### src/rtl/control_game_flow.sv
// Game sequencing FSM: steps through start screen, three stages
// (begin / tower / play / end) and the win / game-over screens, driving one
// registered phase strobe per state and consuming the datapath's done feedback.
module control_game_flow #(
  parameter int unsigned DWELL_CYCLES = 50000000,
  parameter int unsigned DWELL_W      = 26
) (
  input  logic       clk,
  input  logic       reset,
  input  logic       go,
  input  logic       start_display_done,
  input  logic       stage_1_begin_done,
  input  logic       stage_2_begin_done,
  input  logic       stage_3_begin_done,
  input  logic       stage_1_tower_done,
  input  logic       stage_2_tower_done,
  input  logic       stage_3_tower_done,
  input  logic       stage_1_car_done,
  input  logic       stage_2_car_done,
  input  logic       stage_3_car_done,
  input  logic       stage_1_end_display_done,
  input  logic       stage_2_end_display_done,
  input  logic       stage_3_end_display_done,
  input  logic       game_over_feedback,
  output logic       wait_start,
  output logic       stage_1_begin,
  output logic       stage_1_draw_tower,
  output logic       stage_1_in_progress,
  output logic       stage_1_done,
  output logic       stage_2_begin,
  output logic       stage_2_draw_tower,
  output logic       stage_2_in_progress,
  output logic       stage_2_done,
  output logic       stage_3_begin,
  output logic       stage_3_draw_tower,
  output logic       stage_3_in_progress,
  output logic       stage_3_done,
  output logic       win,
  output logic       game_over,
  output logic [1:0] current_stage,
  output logic [3:0] state_dbg
);

  localparam int unsigned NUM_STATES = 15;

  // Encoding order matches the phase-strobe bit order, so the strobes are a
  // plain one-hot decode of the state code.
  typedef enum logic [3:0] {
    WAIT_START = 4'd0,
    S1_BEGIN   = 4'd1,
    S1_TOWER   = 4'd2,
    S1_PLAY    = 4'd3,
    S1_END     = 4'd4,
    S2_BEGIN   = 4'd5,
    S2_TOWER   = 4'd6,
    S2_PLAY    = 4'd7,
    S2_END     = 4'd8,
    S3_BEGIN   = 4'd9,
    S3_TOWER   = 4'd10,
    S3_PLAY    = 4'd11,
    S3_END     = 4'd12,
    WIN        = 4'd13,
    OVER       = 4'd14
  } state_t;

  state_t                  state_q, state_d;
  logic [DWELL_W-1:0]      dwell_q, dwell_d;
  logic                    go_prev_q;
  logic                    done_seen_q, done_seen_d;
  logic [NUM_STATES-1:0]   phase_q, phase_d;
  logic [1:0]              stage_q, stage_d;

  logic                    go_press;
  logic                    dwell_ok;
  logic                    disp_state;
  logic                    disp_done_in;
  logic                    disp_adv;

  assign go_press = go & ~go_prev_q;
  assign dwell_ok = (dwell_q == DWELL_W'(DWELL_CYCLES));
  assign disp_adv = (disp_done_in | done_seen_q) & dwell_ok & go_press;

  // Identify display states and the done input that belongs to each.
  always_comb begin
    disp_state   = 1'b0;
    disp_done_in = 1'b0;
    case (state_q)
      WAIT_START: begin disp_state = 1'b1; disp_done_in = start_display_done;       end
      S1_END:     begin disp_state = 1'b1; disp_done_in = stage_1_end_display_done; end
      S2_END:     begin disp_state = 1'b1; disp_done_in = stage_2_end_display_done; end
      S3_END:     begin disp_state = 1'b1; disp_done_in = stage_3_end_display_done; end
      WIN, OVER:  begin disp_state = 1'b1; disp_done_in = 1'b1;                     end
      default:    ;
    endcase
  end

  // Next-state, dwell/done-latch and registered-output next values.
  always_comb begin
    state_d     = state_q;
    dwell_d     = dwell_q;
    done_seen_d = done_seen_q;
    phase_d     = phase_q;
    stage_d     = stage_q;

    case (state_q)
      WAIT_START: if (disp_adv) state_d = S1_BEGIN;
      S1_BEGIN:   if (stage_1_begin_done) state_d = S1_TOWER;
      S1_TOWER:   if (stage_1_tower_done) state_d = S1_PLAY;
      S1_PLAY:    if (game_over_feedback) state_d = OVER;
                  else if (stage_1_car_done) state_d = S1_END;
      S1_END:     if (disp_adv) state_d = S2_BEGIN;
      S2_BEGIN:   if (stage_2_begin_done) state_d = S2_TOWER;
      S2_TOWER:   if (stage_2_tower_done) state_d = S2_PLAY;
      S2_PLAY:    if (game_over_feedback) state_d = OVER;
                  else if (stage_2_car_done) state_d = S2_END;
      S2_END:     if (disp_adv) state_d = S3_BEGIN;
      S3_BEGIN:   if (stage_3_begin_done) state_d = S3_TOWER;
      S3_TOWER:   if (stage_3_tower_done) state_d = S3_PLAY;
      S3_PLAY:    if (game_over_feedback) state_d = OVER;
                  else if (stage_3_car_done) state_d = S3_END;
      S3_END:     if (disp_adv) state_d = WIN;
      WIN, OVER:  if (disp_adv) state_d = WAIT_START;
      default:    state_d = WAIT_START;
    endcase

    if (state_d != state_q) begin
      dwell_d     = '0;
      done_seen_d = 1'b0;
    end else begin
      if (disp_state && !dwell_ok) dwell_d = dwell_q + DWELL_W'(1);
      if (disp_state && disp_done_in) done_seen_d = 1'b1;
    end

    phase_d = NUM_STATES'(1) << state_d;

    case (state_d)
      S1_BEGIN, S1_TOWER, S1_PLAY, S1_END: stage_d = 2'd1;
      S2_BEGIN, S2_TOWER, S2_PLAY, S2_END: stage_d = 2'd2;
      S3_BEGIN, S3_TOWER, S3_PLAY, S3_END: stage_d = 2'd3;
      default:                             stage_d = 2'd0;
    endcase
  end

  // State, dwell counter, key history and registered outputs.
  always_ff @(posedge clk) begin
    if (reset) begin
      state_q     <= WAIT_START;
      dwell_q     <= '0;
      go_prev_q   <= 1'b1;
      done_seen_q <= 1'b0;
      phase_q     <= NUM_STATES'(1);
      stage_q     <= 2'd0;
    end else begin
      state_q     <= state_d;
      dwell_q     <= dwell_d;
      go_prev_q   <= go;
      done_seen_q <= done_seen_d;
      phase_q     <= phase_d;
      stage_q     <= stage_d;
    end
  end

  assign wait_start          = phase_q[0];
  assign stage_1_begin       = phase_q[1];
  assign stage_1_draw_tower  = phase_q[2];
  assign stage_1_in_progress = phase_q[3];
  assign stage_1_done        = phase_q[4];
  assign stage_2_begin       = phase_q[5];
  assign stage_2_draw_tower  = phase_q[6];
  assign stage_2_in_progress = phase_q[7];
  assign stage_2_done        = phase_q[8];
  assign stage_3_begin       = phase_q[9];
  assign stage_3_draw_tower  = phase_q[10];
  assign stage_3_in_progress = phase_q[11];
  assign stage_3_done        = phase_q[12];
  assign win                 = phase_q[13];
  assign game_over           = phase_q[14];
  assign current_stage       = stage_q;
  assign state_dbg           = state_q;

endmodule
### config.mk
export PLATFORM = sky130hd
export DESIGN_NAME = control_game_flow
export DESIGN_NICKNAME = d
export VERILOG_FILES = /design/src/rtl/control_game_flow.sv
export SDC_FILE = /design/constraint.sdc
export NUM_CORES = 1
export LEC_CHECK = 0
export CAP_MARGIN = 5
export CORE_ASPECT_RATIO = 1.2
export CORE_MARGIN = 2
export CORE_UTILIZATION = 26
export CTS_CLUSTER_DIAMETER = 80
export DETAILED_ROUTE_END_ITERATION = 7
export GPL_ROUTABILITY_DRIVEN = 0
export GPL_TIMING_DRIVEN = 0
export PLACE_DENSITY = 0.52
export SLEW_MARGIN = 20
export SYNTH_ARGS = -nofsm -noshare
export SYNTH_HDL_FRONTEND = slang
export SYNTH_SLANG_ARGS = --single-unit
### constraint.sdc
create_clock -name clk -period 3.4 [get_ports clk]
set_input_delay 0.34 -clock clk [delete_from_list [all_inputs] [get_ports clk]]
set_output_delay 0.34 -clock clk [all_outputs]
set_load 0.02 [all_outputs]
==> results by group <==
Timing
  – RSZ-0062 raised after global routing: false
  – Worst relative slew slack: 0.5528
  – Fin Setup TNS: 0 ns
  – Final setup fails: 0
  – Final count of hold timing violations: 0
  – Min Tclk post-route: 2.836 ns
  – Crit share post-route: 0.8340
  – Pins Over Slew Limit: 0
  – Skew final: 0.004100 ns
  – F_max: 0.3527 GHz
  – Slew @ Worst Pin: approximately 0.66 ns

Global routing
  – Global-route wire length before repair: 9625 um
  – Largest net degree at the start of global routing: 18
  – Vias in the first global route: 2,051
  – Global route overflow: 0
  – GRT Resource Usage Total: 0.1126
  – Antenna violations before repair: 0

Yosys
  – Cell taking the most area after synthesis: dfxtp_1
  – Synth area leaders: dfxtp_1, nor2_1, xnor2_1
  – Seq/Total Area, Yosys: 0.3984
  – Top-area cell type share of the netlist area: 0.3984
  – Synthesized flop and latch total: 49
  – Post-Syn Nets: 306
  – Ys Warns: 0
  – EDFF count, synth: 0
  – Asr flop ratio synth: 0
  – Ys flop type: dfxtp_1
  – Distinct cell type count after synthesis: 55
  – Syn avg cell area: 8.670 um^2
  – Post-synthesis cell count: 284
  – Mapped cell area: 0.002462 mm^2

Clock network
  – Htree depth: 2
  – Hold Buf Count CTS: 0
  – Clock Latency Late Sink: 0.30 ns
  – Clock sinks: 49
  – Num CTS Buffers: 5
  – Setup bufs post-CTS: 0
  – CTS tree: done
  – Max clock buf depth: 2
  – Root buffer cell: clkbuf_8
  – Clk slew on worst S/H paths: 0.10 ns
  – Post-cts sizing count: 0

Job
  – Max Cap Viol: 0

Detailed routing
  – Pre-antenna DRT Iters: 4
  – DRT antenna net count: 0
  – Routed wire length: 5601 um
  – Routed vias: between 2,000 and 2,500
  – Post-DR wirelength/cell: roughly 13 um
  – Iteration-0 DRC Markers: between 50 and 60
  – Detailed-route DRC error count: 0
  – Vias/cell: 4.641

Finish
  – Leading cell type in the layout, fill and taps excluded: dfxtp_1
  – Synthesis-to-finish area growth: 24.59%
  – Final core occ: 0.3361
  – Multi-input logic area: 0.001368 mm^2
  – Seq. cell area: 980.9 um^2
  – Fillers: 965
  – N_diodes: 0
  – Final nets: 349
  – Final cell count without fillers: roughly 450
  – Most frequent cells in the layout: dfxtp_1, nor2_1, clkdlybuf4s50_1
  – Share of cells above drive strength 1: 0.09756

Floorplan
  – Core Rows: 38
  – Num ports: 38
  – DIE WIDTH: 92.84 um
  – Starting density of the core: 0.2697
  – Die H: around 110 um
  – Die area: 0.01027 mm^2
  – Core ar.: 0.009129 mm^2

Worst hold path
  – Number of cells on the worst hold path: 2
  – Hold Crit Class: in2reg

Pwr
  – Maximum vdd drop: ~0.16 mV
  – Pwr Density: 343.5 mW/mm^2
  – P_leak: 1.061 nW

Critical path
  – Setup crit end kind: register
  – Crit path max fanout: 5
  – R2R depth: 10
  – Crit path required time: 3.61 ns
  – CP startpoint kind: register
  – Crit path arrival time: 3.04 ns
  – Worst setup path class: reg2reg

Placement
  – Dpl hpwl: 4241 um
  – Port Buffers: 36
  – Placed cell count: 440

Outcome
  – Status: finished clean
## layer usage
| layer | up-vias | GRT usage | wire [um] | share of wire |
|---|---|---|---|---|
| met5 | - | 0 | 0 | 0 |
| met4 | 0 | 0.03235 | 65 | 0.012 |
| met3 | 10 | 0.02660 | 251 | 0.045 |
| met2 | 44 | 0.1889 | 2639 | 0.47 |
| met1 | 935 | 0.1430 | 2645 | 0.47 |
| li1 | 1090 | - | - | - |
## critical path: stages (launching register included)
cell      delay (ns)
dfxtp_1         0.37
or4b_1          0.53
nor4_2          0.26
and4bb_4        0.31
a31oi_1         0.11
nor4_1          0.62
inv_1           0.10
ha_1            0.20
nor2_1          0.07
o21ai_0         0.09
o41ai_1         0.07
## report_power, final
part	switching [W]	internal [W]	total, W	leakage, nW
Sequential	0.00000568	0.000583	0.000589	0.396
Clock	0.000210	0.000150	0.000360	0.0423
Combinational	0.0000547	0.0000501	0.000105	0.623
Total	0.000271	0.000783	0.00105	1.06
## cell families after synthesis
logic type      synth area share
simple gates              0.3100
flops                     0.3984
compound gates            0.1057
xor+xnor                 0.08892
buf+inv                  0.04624
mux                      0.02541
fa+ha+maj                0.02541
## path summary, 6_finish.rpt
path         slack (ns)   startpoint          endpoint
min                0.44        reset      state_dbg[2]
max reg2reg        0.56  dwell_q[24]  current_stage[1]
min reg2reg        0.53  dwell_q[20]       dwell_q[20]
max                0.56  dwell_q[24]  current_stage[1]
## synth_stat cells (5+ instances only)
library cell	n
dfxtp_1	49
nor2_1	40
nand2_1	15
nor3_1	14
xnor2_1	14
nand3_1	13
inv_1	12
xor2_1	11
nor4_1	10
a21oi_1	8
and3_1	6
buf_2	5
ha_1	5
nand2b_1	5
nor2b_1	5
## layout make-up
type | instances | area share
plain buffers | 11 | 0.02039
clock buffers | 5 | 0.02243
clock inverters | 3 | 0.008564
inverters | 13 | 0.01672
multi-input cells | 211 | 0.4458
flip-flops and latches | 49 | 0.3197
well taps | 120 | 0.04894
repair buffers | 36 | 0.1175
## per-stage QoR
stage / power [W] / instance area (um^2) / hold slack (ns) / worst slack, ns
2_1_floorplan: 0.0006631 / 2462 / 0.4466 / 0.9355
3_5_place_dp: 0.0007084 / 2973 / 0.5180 / 0.3158
5_1_grt: 0.001103 / 3068 / 0.4786 / 0.2715
4_1_cts: 0.001072 / 3068 / 0.4537 / 0.5361
3_3_place_gp: 0.0007079 / 2973 / 0.5043 / 0.3377
6_report: 0.001054 / 3068 / 0.4422 / 0.5644
## registers in the layout, summed over array words and instances (netlist names)
signal,flops
go_prev_q,1
state_dbg,4
done_seen_q,1
dwell_q,26
current_stage,2
phase_q,15
No activity file was read; power rests on OpenSTA's default activity.
